`src/rtl/regfile_pkg.sv`:
```
// Shared types and sizes for the 8 x 16-bit register file
// and its hazard scoreboard.
package regfile_pkg;

  localparam int NUM_REGS = 8;
  localparam int ADDR_W   = 3;
  localparam int DATA_W   = 16;
  localparam int CNT_W    = 2;
  localparam int STAT_W   = 16;

  typedef logic [ADDR_W-1:0] reg_addr_t;
  typedef logic [DATA_W-1:0] reg_data_t;
  typedef logic [CNT_W-1:0]  sb_cnt_t;

  localparam reg_addr_t ZERO_REG = 3'd0;
  localparam sb_cnt_t   CNT_MAX  = '1;

endpackage

```
`src/rtl/regfile_scoreboard_ctrl_sb_counter.sv`:
```
// Per-register in-flight write counter (0..CNT_MAX),
// saturating in both directions.
module sb_counter
  import regfile_pkg::*;
(
  input  logic    clk,
  input  logic    reset,
  input  logic    inc,
  input  logic    dec,
  output sb_cnt_t count,
  output logic    is_max
);

  assign is_max = (count == CNT_MAX);

  always_ff @(posedge clk or posedge reset) begin
    if (reset) begin
      count <= '0;
    end else begin
      unique case (1'b1)
        (inc && !dec && !is_max):
          count <= count + 1'b1;
        (dec && !inc && count != '0):
          count <= count - 1'b1;
        default: ;
      endcase
    end
  end

endmodule

```
`src/rtl/regfile_scoreboard_ctrl.sv`:
```
// Hazard scoreboard and write-port sequencer for the
// register file; sole driver of the RF write port.
module regfile_scoreboard_ctrl
  import regfile_pkg::*;
(
  input  logic                clk,
  input  logic                reset,
  input  logic                issue_valid,
  input  logic [ADDR_W-1:0]   issue_ra,
  input  logic [ADDR_W-1:0]   issue_rb,
  input  logic                issue_use_a,
  input  logic                issue_use_b,
  input  logic                issue_we,
  input  logic [ADDR_W-1:0]   issue_rw,
  output logic                stall,
  input  logic                wb_valid,
  input  logic [ADDR_W-1:0]   wb_rw,
  input  logic [DATA_W-1:0]   wb_data,
  output logic                rf_enableWrite,
  output logic [ADDR_W-1:0]   rf_RW,
  output logic [DATA_W-1:0]   rf_BusW,
  output logic [NUM_REGS-1:0] busy_mask,
  output logic [STAT_W-1:0]   stall_count,
  output logic                err_underflow
);

  sb_cnt_t             cnt [NUM_REGS];
  logic [NUM_REGS-1:0] max_v;
  logic                wb_nz;
  logic                wb_trk;
  logic                iss_trk;
  logic                hz_a;
  logic                hz_b;
  logic                hz_s;

  assign cnt[0]   = '0;
  assign max_v[0] = 1'b0;

  for (genvar i = 1; i < NUM_REGS; i++) begin : g_cnt
    sb_counter u_cnt (
      .clk    (clk),
      .reset  (reset),
      .inc    (iss_trk && issue_rw == ADDR_W'(i)),
      .dec    (wb_trk && wb_rw == ADDR_W'(i)),
      .count  (cnt[i]),
      .is_max (max_v[i])
    );
  end

  assign wb_nz  = wb_valid && wb_rw != ZERO_REG;
  assign wb_trk = wb_nz && cnt[wb_rw] != '0;

  // A last outstanding write landing this cycle is
  // visible through the combinational RF write.
  always_comb begin
    hz_a = issue_use_a && issue_ra != ZERO_REG
        && cnt[issue_ra] != '0
        && !(cnt[issue_ra] == sb_cnt_t'(1)
             && wb_valid && wb_rw == issue_ra);
    hz_b = issue_use_b && issue_rb != ZERO_REG
        && cnt[issue_rb] != '0
        && !(cnt[issue_rb] == sb_cnt_t'(1)
             && wb_valid && wb_rw == issue_rb);
    hz_s = issue_we && issue_rw != ZERO_REG
        && max_v[issue_rw]
        && !(wb_trk && wb_rw == issue_rw);
  end

  assign stall = !reset && issue_valid
              && (hz_a || hz_b || hz_s);

  assign iss_trk = issue_valid && !stall
                && issue_we && issue_rw != ZERO_REG;

  assign rf_enableWrite = !reset && wb_nz;
  assign rf_RW   = reset ? '0 : wb_rw;
  assign rf_BusW = reset ? '0 : wb_data;

  always_comb begin
    busy_mask = '0;
    for (int i = 1; i < NUM_REGS; i++)
      busy_mask[i] = cnt[i] != '0;
  end

  always_ff @(posedge clk or posedge reset) begin
    if (reset) begin
      stall_count   <= '0;
      err_underflow <= 1'b0;
    end else begin
      if (stall && stall_count != '1)
        stall_count <= stall_count + 1'b1;
      if (wb_nz && cnt[wb_rw] == '0)
        err_underflow <= 1'b1;
    end
  end

endmodule

```
`config.mk`:
```
export PLATFORM = sky130hd
export DESIGN_NAME = regfile_scoreboard_ctrl
export DESIGN_NICKNAME = d
export VERILOG_FILES = /design/src/rtl/regfile_pkg.sv /design/src/rtl/regfile_scoreboard_ctrl_sb_counter.sv /design/src/rtl/regfile_scoreboard_ctrl.sv
export SDC_FILE = /design/constraint.sdc
export NUM_CORES = 1
export LEC_CHECK = 0
export CAP_MARGIN = 0
export CORE_MARGIN = 2
export CORE_UTILIZATION = 48
export CTS_BUF_LIST = sky130_fd_sc_hd__clkbuf_4 sky130_fd_sc_hd__clkbuf_8
export CTS_CLUSTER_SIZE = 30
export DETAILED_ROUTE_END_ITERATION = 10
export GPL_TIMING_DRIVEN = 0
export HOLD_SLACK_MARGIN = 0.12
export PLACE_DENSITY = 0.83
export SYNTH_ARGS = -nofsm -noshare
export SYNTH_HDL_FRONTEND = slang
export SYNTH_SLANG_ARGS = --single-unit
export TNS_END_PERCENT = 50
```
`constraint.sdc`:
```
create_clock -name clk -period 2.8 [get_ports clk]
set_input_delay 0.42 -clock clk [delete_from_list [all_inputs] [get_ports clk]]
set_output_delay 0.42 -clock clk [all_outputs]
set_load 0.005 [all_outputs]
```
==> Flow_metrics.wiki, run 1 <==
{| class="wikitable"
! Metric !! Value
|-
| Number of buffers inserted for hold repair after clock tree synthesis || 0
|-
| Total Routing Usage GR || 0.247
|-
| Die height || approximately 75 um
|-
| Depth of the worst register-to-register path || 9
|-
| Share of layout cells above drive strength 1 || 0.159
|-
| Number of global-route vias before repair || 2296
|-
| Critical Path Sink Type || output port
|-
| Wirelength, routed || 7.31 mm
|-
| Starting density of the core || 0.506
|-
| Post-detailed-route DRC marker count || 0
|-
| Category of the worst setup path launch point || primary input
|-
| Critical setup path kind || primary input to output port
|-
| FP Rows || 25
|-
| Maximum clock frequency || between 300 and 400 MHz
|-
| Iteration-0 DRC Markers || 259
|-
| Synth area leader || sky130_fd_sc_hd__dfrtp_1
|-
| Buffer cell driving the clock tree root || sky130_fd_sc_hd__clkbuf_8
|-
| Tmin final || ~2.9 ns
|-
| Cell count after synthesis || 287
|-
| Setup violation total in the final timing report || 3
|-
| Full die area || between 5000 and 6000 um^2
|-
| Switching fraction of total power || 0.403
|-
| Internal portion of total power || 0.00130 W
|-
| FFs w/ async S/R, synth || 1.00
|-
| Final count of pins violating max slew || 0
|-
| Max_cap viols || 0
|-
| Synth top area share || 0.320
|-
| Post-route clock period utilization || 1.03
|-
| Sum of negative setup slack || -0.0930 ns
|-
| Seq/Total Area, Yosys || 0.320
|-
| Number of instances on the worst hold path || 1
|-
| Area of placed instances || 3210 um^2
|-
| TritonCTS clock tree || done
|-
| Violations in the final reports || setup timing
|-
| Run status || complete, but fails checks
|-
| Largest net degree at the start of global routing || 17
|-
| Std-Cell Core Area || 4790 um^2
|-
| Syn nets || ~320
|-
| Post-route design area || ~3500 um^2
|-
| Crit path arrival time || about 2.5 ns
|-
| # diodes || 0
|-
| Last weighted congestion value of the routability-driven placer || 0.897
|-
| Worst path required time || about 2.4 ns
|-
| Pre-CTS setup slack || -0.727 ns
|-
| Prevailing post-synth register cell || sky130_fd_sc_hd__dfrtp_1
|-
| Quantity of I/O buffers inserted on ports || 70
|-
| I/O pin count || 81
|-
| Chip width || roughly 75 um
|-
| Clk_skew || between 0.006 and 0.007 ns
|-
| Post-synthesis to final-layout area growth || 44.0%
|-
| TritonCTS Sinks || 31
|-
| Clock latency at the later pin of the worst-skew pair || about 0.29 ns
|-
| Total iterations of the first detailed-routing run || 4
|-
| Highest net fanout along the worst path || 7
|-
| Largest buffer count on any clock path || 2
|-
| Fraction of power consumed by combinational cells || 0.463
|-
| Number of synthesized flops with an enable pin || 0
|-
| First-pass GRT wire length || about 11 mm
|-
| Power share of the clock group || 0.157
|-
| Mean instance size in the synthesized netlist || 8.44 um^2
|-
| DP Wirelength || 5.07 mm
|-
| Worst IR Drop VDD || roughly 0.00043 V
|-
| Final hold violation count || 0
|-
| Count of nets left with antenna violations after detail routing || 0
|-
| Leading post-synthesis cells by cell area || sky130_fd_sc_hd__dfrtp_1, sky130_fd_sc_hd__nor2b_1, sky130_fd_sc_hd__xor2_1, sky130_fd_sc_hd__xnor2_1, sky130_fd_sc_hd__nor3_1
|-
| Cell area after synthesis || 2420 um^2
|-
| Count of nets after finishing || a little over 400
|-
| Number of buffers inserted during clock tree synthesis || 5
|-
| Most frequent cells after synthesis || sky130_fd_sc_hd__dfrtp_1, sky130_fd_sc_hd__nor2b_1, sky130_fd_sc_hd__inv_1
|-
| YS warnings || 0
|-
| Via-to-Cell Ratio || 5.83
|-
| Net switching power figure || 0.000876 W
|-
| Post-synthesis sequential element count || 31
|-
| Most frequent cell after synthesis || sky130_fd_sc_hd__dfrtp_1
|-
| Clock slew at the register clock pins of the worst setup and hold paths || ~0.07 ns
|-
| PwrDens || about 620 nW/um^2
|-
| Unrepaired setup endpoints after global routing || yes
|-
| Reg power frac || 0.380
|-
| Overflow left after global routing || 0
|-
| Number of vias in the routed layout || about 2600
|-
| Worst Hold Class || flip-flop to flip-flop
|-
| Transition time of the tightest slew-check pin || 0.809 ns
|-
| Final worst setup slack || -0.0777 ns
|-
| Count of unique library cells instantiated by Yosys || 58
|-
| Average wire length per cell after detail routing || 16.7 um
|-
| Leakage power summed over all cells || ~1.4 nW
|-
| H-Tree Level Count || 2
|-
| Initial antenna violation count || 0
|-
| Max-slew headroom at the worst pin || 0.458
|}
## cells in the final DEF (no fill, tap or decap), drive strengths merged, types with 6 or more instances in the layout
cell / Yosys / layout
nand3: 11 / 11
nand2: 13 / 13
dfrtp: 31 / 31
nor2: 17 / 17
nor3: 16 / 16
xnor2: 10 / 10
o41ai: 10 / 10
nor2b: 23 / 23
xor2: 14 / 14
clkbuf: 12 / 15
a31oi: 7 / 7
and3: 6 / 6
o21ai: 13 / 13
a21oi: 9 / 9
inv: 21 / 20
buf: 8 / 16
clkdlybuf4s50: 0 / 69
## cell type report
class	count	area, um^2
well taps	67	83.8
repair buffers	77	752
repair inverters	1	5.00
clock buffers	5	68.8
plain buffers	19	111
clock inverters	3	15.0
multi-input cells	215	1590
fillers	354	1300
inverters	21	82.6
flip-flops and latches	31	782
## critical path, cell delays in order
cell                              delay (ns)
sky130_fd_sc_hd__clkdlybuf4s50_1        0.61
sky130_fd_sc_hd__nand2_1                0.32
sky130_fd_sc_hd__a21oi_1                0.26
sky130_fd_sc_hd__a211o_1                0.21
sky130_fd_sc_hd__o211ai_1               0.16
sky130_fd_sc_hd__a21oi_2                0.21
sky130_fd_sc_hd__dlygate4sd2_1          0.27
## per-layer routing
layer,share of wire,wire [um],track usage
met1,0.40,2890,0.329
met2,0.51,3700,0.421
met3,0.085,625,0.0415
met4,0.013,98,0.0575
met5,0,0,0
## path summary, 6_finish.rpt
| path | slack [ns] | start | endpoint |
|---|---|---|---|
| setup / recovery | -0.08 | issue_rw[2] | stall |
| hold / removal | 0.48 | err_underflow | err_underflow |
| setup reg to reg | -0.01 | g_cnt[2].u_cnt.count[1] | g_cnt[7].u_cnt.count[0] |
| hold reg to reg | 0.48 | err_underflow | err_underflow |
| max in group asynchronous | 1.50 | reset | g_cnt[3].u_cnt.count[0] |
| min in group asynchronous | 0.72 | reset | stall_count[7] |
## flip-flops by register name, summed over array words and instances, names as in the netlist
| signal | cells |
|---|---|
| stall_count | 16 |
| g_cnt.u_cnt.count | 14 |
| err_underflow | 1 |
## metrics by stage
step                      total power, W   util  cells  hold slack, ns
after floorplan                  0.00127      -    287           0.451
after global placement           0.00168  0.670    424           0.439
after detailed placement         0.00171  0.670    424           0.467
after CTS                        0.00211  0.707    437           0.482
after global routing             0.00231  0.729    439           0.506
final                            0.00218  0.729    439           0.478
## power by group through the flow
stage	combinational, W	sequential (W)	clock [W]
floorplan	0.000529	0.000745	0
finish	0.00101	0.000828	0.000341
global route	0.00110	0.000840	0.000366
detailed placement	0.000889	0.000822	0
global placement	0.000866	0.000818	0
CTS	0.000962	0.000806	0.000340
## repair_timing
| action | 4_1_cts | 5_1_grt |
|---|---|---|
| gates resized for setup | 21 | 16 |
| hold endpoints to repair | 0 | 0 |
| setup buffers | 4 | 3 |
| gates cloned | 1 | 0 |
| endpoints found under the setup margin | 25 | 23 |
| pin swaps | 2 | 6 |
## kinds of logic after synthesis
| kind of cell | count (synthesis) | synth area share |
|---|---|---|
| simple gates | 110 | 0.252 |
| compound gates | 68 | 0.210 |
| buf+inv | 41 | 0.0703 |
| flops | 31 | 0.320 |
| xor+xnor | 24 | 0.0868 |
| mux | 11 | 0.0547 |
| fa+ha+maj | 1 | 0.00516 |
| other cells | 1 | 0.00155 |
Power figures use the tool's default switching activity.
==> run 2: changes to the inputs <==
--- a/config.mk
+++ b/config.mk
@@ -7,13 +7,12 @@
 export LEC_CHECK = 0
 export CAP_MARGIN = 0
 export CORE_MARGIN = 2
-export CORE_UTILIZATION = 48
-export CTS_BUF_LIST = sky130_fd_sc_hd__clkbuf_4 sky130_fd_sc_hd__clkbuf_8
+export CORE_UTILIZATION = 46
+export CTS_BUF_LIST = sky130_fd_sc_hd__clkbuf_8 sky130_fd_sc_hd__clkbuf_16
 export CTS_CLUSTER_SIZE = 30
 export DETAILED_ROUTE_END_ITERATION = 10
 export GPL_TIMING_DRIVEN = 0
-export HOLD_SLACK_MARGIN = 0.12
-export PLACE_DENSITY = 0.83
+export PLACE_DENSITY = 0.8
 export SYNTH_ARGS = -nofsm -noshare
 export SYNTH_HDL_FRONTEND = slang
 export SYNTH_SLANG_ARGS = --single-unit
==> run 2 against run 1 <==
The flow still finishes with violations (setup timing). Wire length is 7.0% higher. Cell count is 1.8% higher. First-iteration DRC count is 28% lower. Clock power is 34% higher. Worst hold slack worse by 0.0059 ns. Die area is 4.1% higher. Global-route usage is 0.96 points higher. Sequential share of layout area is 1.2 points lower. Critical path depth is 2 higher.
==> Flow_metrics.wiki, run 2 (synthesis results as in run 1) <==
{| class="wikitable"
! Metric !! Value
|-
| Run status || complete, but fails checks
|-
| Violations in the final reports || setup timing
|-
| Max_cap viols || 0 (unchanged)
|-
| Largest buffer count on any clock path || 2 (unchanged)
|-
| H-Tree Level Count || 2 (unchanged)
|-
| Final count of pins violating max slew || 0 (unchanged)
|-
| Termination of the worst setup path || g_cnt[7].u_cnt.count[0]
|-
| Unrepaired setup endpoints after global routing || yes
|-
| Count of nets after finishing || 412 (+1.2%)
|-
| Register containing the most flip-flops in the final layout || stall_count
|-
| Initial antenna violation count || 0 (unchanged)
|-
| Chip width || 76.6 um (+2.0%)
|-
| Share of layout cells above drive strength 1 || 0.202 (+0.0430)
|-
| Depth of the worst register-to-register path || 9 (unchanged)
|-
| Critical setup path kind || flip-flop to flip-flop
|-
| Number of buffers inserted during clock tree synthesis || 5 (unchanged)
|-
| Switching fraction of total power || 0.389 (-0.0140)
|-
| Starting density of the core || 0.474 (-0.0319)
|-
| Wirelength, routed || 7.83 mm (+7.0%)
|-
| Max-slew headroom at the worst pin || 0.498 (+0.0408)
|-
| Post-route design area || 3670 um^2 (+5.2%)
|-
| Worst IR Drop VDD || 0.000566 V (+32%)
|-
| Critical Path Sink Type || flip-flop
|-
| Destination of the worst register-to-register timing path || g_cnt[7].u_cnt.count[0]
|-
| Total iterations of the first detailed-routing run || 6 (+2)
|-
| Number of fill cells || 383 (+8.2%)
|-
| Maximum clock frequency || 353 MHz (+1.7%)
|-
| Number of global-route vias before repair || 2430 (+5.8%)
|-
| Internal portion of total power || 0.00145 W (+12%)
|-
| Area of placed instances || 3210 um^2 (+0.12%)
|-
| Largest registers || stall_count: 16 flops, g_cnt.u_cnt.count: 14 flops, err_underflow: 1 flops
|-
| Sum of negative setup slack || -0.0305 ns (+0.0625 ns)
|-
| Std-Cell Core Area || 5110 um^2 (+6.7%)
|-
| Worst setup path startpoint || g_cnt[2].u_cnt.count[1]
|-
| Tmin final || 2.83 ns (-0.0472 ns)
|-
| Worst Hold Class || flip-flop to flip-flop
|-
| Storage cell area || 781 um^2 (-0.16%)
|-
| Net switching power figure || 0.000924 W (+5.4%)
|-
| Count of nets left with antenna violations after detail routing || 0 (unchanged)
|-
| Crit path arrival time || 3.05 ns (+0.59 ns)
|-
| FP Rows || 26 (+4.0%)
|-
| Setup violation total in the final timing report || 1 (-2)
|-
| Final hold violation count || 0 (unchanged)
|-
| Clock latency at the later pin of the worst-skew pair || 0.29 ns (about the same)
|-
| Number of standard cells in the layout, taps in and fillers out || 447 (+1.8%)
|-
| Final worst setup slack || -0.0305 ns (+0.0472 ns)
|-
| I/O pin count || 81 (unchanged)
|-
| Post-route clock period utilization || 1.01 (-0.0169)
|-
| Leakage power summed over all cells || 1.52 nW (+5.5%)
|-
| Post-synthesis to final-layout area growth || 51.5%
|-
| TritonCTS clock tree || done
|-
| Transition time of the tightest slew-check pin || 0.748 ns (-0.0609 ns)
|-
| First-pass GRT wire length || 12.1 mm (+13%)
|-
| Commonest non-fill, non-tap cell in the layout || sky130_fd_sc_hd__clkdlybuf4s50_1
|-
| Via-to-Cell Ratio || 5.87 (+0.67%)
|-
| Buffer cell driving the clock tree root || sky130_fd_sc_hd__clkbuf_8
|-
| Full die area || 5860 um^2 (+4.1%)
|-
| Number of buffers inserted for hold repair after clock tree synthesis || 0 (unchanged)
|-
| Area of the multi-input gates || 1690 um^2 (+6.2%)
|-
| Iteration-0 DRC Markers || 186 (-28%)
|-
| Reg power frac || 0.352 (-0.028)
|-
| Clk_skew || 0.0116 ns (+0.00554 ns)
|-
| Category of the worst setup path launch point || flip-flop
|-
| Tightest hold margin || 0.472 ns (-0.00593 ns)
|-
| TritonCTS Sinks || 31 (unchanged)
|-
| Post-detailed-route DRC marker count || 0 (unchanged)
|-
| Power share of the clock group || 0.192 (+0.035)
|-
| Die height || 76.6 um (+2.0%)
|-
| Quantity of I/O buffers inserted on ports || 70 (unchanged)
|-
| Reg2reg start || g_cnt[2].u_cnt.count[1]
|-
| Final cell utilization of the core || 0.719 (-0.0101)
|-
| DP Wirelength || 5.29 mm (+4.4%)
|-
| Highest net fanout along the worst path || 8 (+1)
|-
| Fraction of power consumed by combinational cells || 0.456 (-0.007)
|-
| # diodes || 0 (unchanged)
|-
| PwrDens || 648 nW/um^2 (+3.8%)
|-
| Overflow left after global routing || 0 (unchanged)
|-
| Setup slack of the worst register-to-register path || -0.03 ns (-0.02 ns)
|-
| Number of vias in the routed layout || 2622 (+2.5%)
|-
| Count of placed standard cells including taps || 427 (+0.71%)
|-
| Largest net degree at the start of global routing || 17 (unchanged)
|-
| Average wire length per cell after detail routing || 17.5 um (+5.1%)
|-
| Clock slew at the register clock pins of the worst setup and hold paths || 0.07 ns (about the same)
|-
| Most frequent cells in the layout || sky130_fd_sc_hd__clkdlybuf4s50_1, sky130_fd_sc_hd__dfrtp_1, sky130_fd_sc_hd__nor2b_1, sky130_fd_sc_hd__inv_1, sky130_fd_sc_hd__nor2_1
|-
| Worst path required time || 3.01 ns (+0.63 ns)
|-
| Last weighted congestion value of the routability-driven placer || 0.944 (+5.3%)
|-
| Flip-flop count of the largest register, all copies and words added || 16 (unchanged)
|-
| Total Routing Usage GR || 0.257 (+0.00957)
|}
-- run 2: cell count changes in the layout (fill, tap and decap cells not counted), moves of 2 or more --
cell | before | now
sky130_fd_sc_hd__clkinv_2 | 3 | 1
sky130_fd_sc_hd__buf_4 | 9 | 13
sky130_fd_sc_hd__clkbuf_8 | 5 | 7
sky130_fd_sc_hd__o41ai_4 | 2 | 4
sky130_fd_sc_hd__o41ai_1 | 7 | 4
sky130_fd_sc_hd__clkbuf_1 | 8 | 6
sky130_fd_sc_hd__clkbuf_4 | 0 | 2
-- run 2: timing repair --
action / 4_1_cts / 5_1_grt
setup endpoints to repair: 30 / 24
pin swaps: 4 / 10
resized for setup: 24 / 35
gates cloned: 2 / 0
hold endpoints to repair: 0 / 0
setup buffers: 7 / 4
-- run 2: stage by stage --
step | setup WS (ns) | total power, W
global route | -0.0718 | 0.00251
detailed placement | -0.688 | 0.00172
floorplan | 0.0641 | 0.00127
CTS | 0.00341 | 0.00226
finish | -0.0305 | 0.00238
global placement | -0.629 | 0.00170
-- run 2: area by class of cell --
class / instances / area share
clock buffer: 6 / 0.0225
clock inverter: 2 / 0.00955
multi-input combinational: 215 / 0.459
inverter: 21 / 0.0225
buffer: 19 / 0.0324
sequential: 31 / 0.213
timing repair buffer: 82 / 0.216
timing repair inverter: 1 / 0.00136
tap: 70 / 0.0239
-- run 2: worst min-delay path by stage --
stage,startpoint,cells after the start,to
after floorplan,err_underflow,1,err_underflow
after global placement,stall_count[10],1,stall_count[10]
after detailed placement,err_underflow,1,err_underflow
after CTS,err_underflow,1,err_underflow
after global routing,stall_count[10],1,stall_count[10]
final,err_underflow,1,err_underflow
-- run 2: per-layer routing --
| layer | GRT usage | vias to the layer above | wire length, um |
|---|---|---|---|
| met3 | 0.0592 | 21 | 686 |
| met1 | 0.342 | 1232 | 3290 |
| li1 | - | 1217 | - |
| met5 | 0 | - | 0 |
| met2 | 0.419 | 152 | 3700 |
| met4 | 0.0709 | 0 | 148 |
-- run 2: power groups by stage --
stage	registers [W]	clock network, W	logic [W]
after floorplan	0.000745	0	0.000529
after global placement	0.000830	0	0.000870
after detailed placement	0.000833	0	0.000889
after CTS	0.000812	0.000461	0.000989
after global routing	0.000859	0.000488	0.00116
final	0.000838	0.000456	0.00108
-- run 2: worst max-delay path, stage by stage, from the launching register on --
cell and delay, ns:
sky130_fd_sc_hd__dfrtp_2 0.45, sky130_fd_sc_hd__mux2_4 0.28, sky130_fd_sc_hd__a221o_1 0.31, sky130_fd_sc_hd__and3_4 0.17, sky130_fd_sc_hd__nor4_4 0.39, sky130_fd_sc_hd__a21oi_4 0.16, sky130_fd_sc_hd__or3_4 0.42, sky130_fd_sc_hd__buf_8 0.16
sky130_fd_sc_hd__o311ai_2 0.23, sky130_fd_sc_hd__a21boi_2 0.21
==> run 3: changes to the inputs <==
==> constraint.sdc (replaced) <==
create_clock -name clk -period 2.8 [get_ports clk]
set_input_delay 0.28 -clock clk [delete_from_list [all_inputs] [get_ports clk]]
set_output_delay 0.28 -clock clk [all_outputs]
set_load 0.005 [all_outputs]
==> run 3 against run 2 <==
The run still ends with setup timing left. Combinational power is essentially flat. Worst setup slack better by 0.0071 ns. Cell area shrank 2.6%. Via count down 1.9%. Clock power decreased by 1%. Sequential power hardly changed. Global-route usage shrank 1.4 points. Maximum frequency grew 0.25%. Register-to-register slack better by 0.06 ns. First-iteration DRC count is 38% higher. Clock skew hardly changed. Die area unchanged. Largest power group unchanged.
==> Flow_metrics.wiki, run 3 (synthesis results as in run 1) <==
{| class="wikitable"
! Metric !! Value
|-
| Number of standard cells in the layout, taps in and fillers out || 441 (-1.3%)
|-
| Max_cap viols || 0 (unchanged)
|-
| Setup violation total in the final timing report || 2 (+1)
|-
| Count of nets after finishing || 406 (-1.5%)
|-
| Post-route clock period utilization || 1.01 (-0.00254)
|-
| Die height || 76.6 um (unchanged)
|-
| H-Tree Level Count || 2 (unchanged)
|-
| Post-synthesis to final-layout area growth || 47.6%
|-
| Average wire length per cell after detail routing || 16.8 um (-4.0%)
|-
| Clk_skew || 0.0111 ns (-0.000492 ns)
|-
| Overall power consumption || 0.00234 W (-1.5%)
|-
| Largest net degree at the start of global routing || 33 (+16)
|-
| First-pass GRT wire length || 11.5 mm (-4.9%)
|-
| Count of placed standard cells including taps || 427 (unchanged)
|-
| Full die area || 5860 um^2 (unchanged)
|-
| Overflow left after global routing || 0 (unchanged)
|-
| Flip-flop count of the largest register, all copies and words added || 16 (unchanged)
|-
| Chip width || 76.6 um (unchanged)
|-
| Starting density of the core || 0.474 (unchanged)
|-
| Share of layout cells above drive strength 1 || 0.175 (-0.0264)
|-
| DP Wirelength || 5.29 mm (unchanged)
|-
| Quantity of I/O buffers inserted on ports || 70 (unchanged)
|-
| Buffer cell driving the clock tree root || sky130_fd_sc_hd__clkbuf_8
|-
| Register containing the most flip-flops in the final layout || stall_count
|-
| Number of global-route vias before repair || 2386 (-1.8%)
|-
| TritonCTS clock tree || done
|-
| Clock latency at the later pin of the worst-skew pair || 0.28 ns (about the same)
|-
| Total iterations of the first detailed-routing run || 5 (-1)
|-
| Worst Hold Class || flip-flop to flip-flop
|-
| Worst IR Drop VDD || 0.000539 V (-4.8%)
|-
| Iteration-0 DRC Markers || 256 (+38%)
|-
| TritonCTS Sinks || 31 (unchanged)
|-
| Pre-CTS setup slack || -0.548 ns (+0.140 ns)
|-
| Most frequent cells in the layout || sky130_fd_sc_hd__clkdlybuf4s50_1, sky130_fd_sc_hd__dfrtp_1, sky130_fd_sc_hd__nor2b_1, sky130_fd_sc_hd__inv_1, sky130_fd_sc_hd__nor2_1
|-
| Worst path required time || 3.02 ns (about the same)
|-
| # diodes || 0 (unchanged)
|-
| Area of placed instances || 3210 um^2 (unchanged)
|-
| Maximum clock frequency || 354 MHz (+0.25%)
|-
| Number of vias in the routed layout || 2572 (-1.9%)
|-
| PwrDens || 655 nW/um^2 (+1.1%)
|-
| Last weighted congestion value of the routability-driven placer || 0.944 (unchanged)
|-
| Violations in the final reports || setup timing
|-
| Clock slew at the register clock pins of the worst setup and hold paths || 0.07 ns (about the same)
|-
| Tightest hold margin || 0.470 ns (-0.00228 ns)
|-
| Post-detailed-route DRC marker count || 0 (unchanged)
|-
| Unrepaired setup endpoints after global routing || yes
|-
| Wirelength, routed || 7.41 mm (-5.3%)
|-
| Number of buffers inserted during clock tree synthesis || 5 (unchanged)
|-
| Critical setup path kind || primary input to flip-flop
|-
| Initial antenna violation count || 0 (unchanged)
|-
| Largest registers || stall_count: 16 flops, g_cnt.u_cnt.count: 14 flops, err_underflow: 1 flops
|-
| Final hold violation count || 0 (unchanged)
|-
| Commonest non-fill, non-tap cell in the layout || sky130_fd_sc_hd__clkdlybuf4s50_1
|-
| Via-to-Cell Ratio || 5.83 (-0.57%)
|-
| Final count of pins violating max slew || 0 (unchanged)
|-
| Max-slew headroom at the worst pin || 0.494 (-0.00435)
|-
| FP Rows || 26 (unchanged)
|-
| Critical Path Sink Type || flip-flop
|-
| Transition time of the tightest slew-check pin || 0.755 ns (+0.00649 ns)
|-
| Highest net fanout along the worst path || 10 (+2)
|-
| Post-route design area || 3570 um^2 (-2.6%)
|-
| Leakage power summed over all cells || 1.47 nW (-3.5%)
|-
| Largest buffer count on any clock path || 2 (unchanged)
|-
| Total Routing Usage GR || 0.243 (-0.0136)
|-
| Crit path arrival time || 3.04 ns (about the same)
|-
| Std-Cell Core Area || 5110 um^2 (unchanged)
|-
| I/O pin count || 81 (unchanged)
|-
| Tmin final || 2.82 ns (-0.00710 ns)
|-
| Final worst setup slack || -0.0234 ns (+0.00710 ns)
|-
| Category of the worst setup path launch point || primary input
|-
| Run status || complete, but fails checks
|-
| Count of nets left with antenna violations after detail routing || 0 (unchanged)
|}
## run 3: routing by layer
layer / track usage / vias to the layer above / routed length (um)
met4: 0.0873 / 0 / 225
met5: 0 / - / 0
met2: 0.382 / 151 / 3380
met3: 0.0545 / 25 / 634
li1: - / 1203 / -
met1: 0.329 / 1193 / 3170
## run 3: power breakdown
part	internal [W]	total (W)	switching [W]
Clock	0.000288	0.000451	0.000164
Sequential	0.000590	0.000837	0.000247
Combinational	0.000566	0.00105	0.000488
Total	0.00144	0.00234	0.000898
## run 3: final timing paths
| kind | slack, ns | startpoint | depth (start not counted) | endpoint |
|---|---|---|---|---|
| min | 0.47 | err_underflow | 1 | err_underflow |
| max reg2reg | 0.03 | g_cnt[2].u_cnt.count[1] | 9 | g_cnt[5].u_cnt.count[0] |
| max | -0.02 | wb_rw[0] | 11 | g_cnt[5].u_cnt.count[0] |
| min in group asynchronous | 0.60 | reset | 2 | stall_count[14] |
| max in group asynchronous | 1.66 | reset | 2 | g_cnt[2].u_cnt.count[1] |
| min reg2reg | 0.47 | err_underflow | 1 | err_underflow |
## run 3: cell type report
type	instances	area [um^2]
plain buffers	19	104
clock buffers	6	82.6
clock inverters	2	35.0
fillers	394	1530
inverters	21	82.6
multi-input cells	215	1650
flip-flops and latches	31	782
well taps	70	87.6
repair buffers	76	748
repair inverters	1	5.00
## run 3: critical path, stage by stage
cell	delay [ns]
sky130_fd_sc_hd__clkdlybuf4s50_1	0.48
sky130_fd_sc_hd__clkbuf_4	0.23
sky130_fd_sc_hd__nand2_1	0.18
sky130_fd_sc_hd__o221ai_1	0.30
sky130_fd_sc_hd__o22ai_2	0.15
sky130_fd_sc_hd__o21ai_1	0.29
sky130_fd_sc_hd__a21oi_4	0.14
sky130_fd_sc_hd__or3_4	0.42
sky130_fd_sc_hd__buf_8	0.15
sky130_fd_sc_hd__o311ai_4	0.22
sky130_fd_sc_hd__a21boi_2	0.19
## run 3: per-stage QoR
stage	setup TNS [ns]	utilization
2_1_floorplan	0	-
3_3_place_gp	-10.50	0.629
3_5_place_dp	-10.94	0.629
4_1_cts	0	0.663
5_1_grt	-0.479	0.700
6_report	-0.0432	0.700
## run 3: what timing repair did
action,4_1_cts,5_1_grt
pin swaps,1,10
hold endpoints to repair,0,0
setup buffers,1,5
endpoints found under the setup margin,24,22
hold buffers,0,0
gates cloned,0,1
resized for setup,15,30
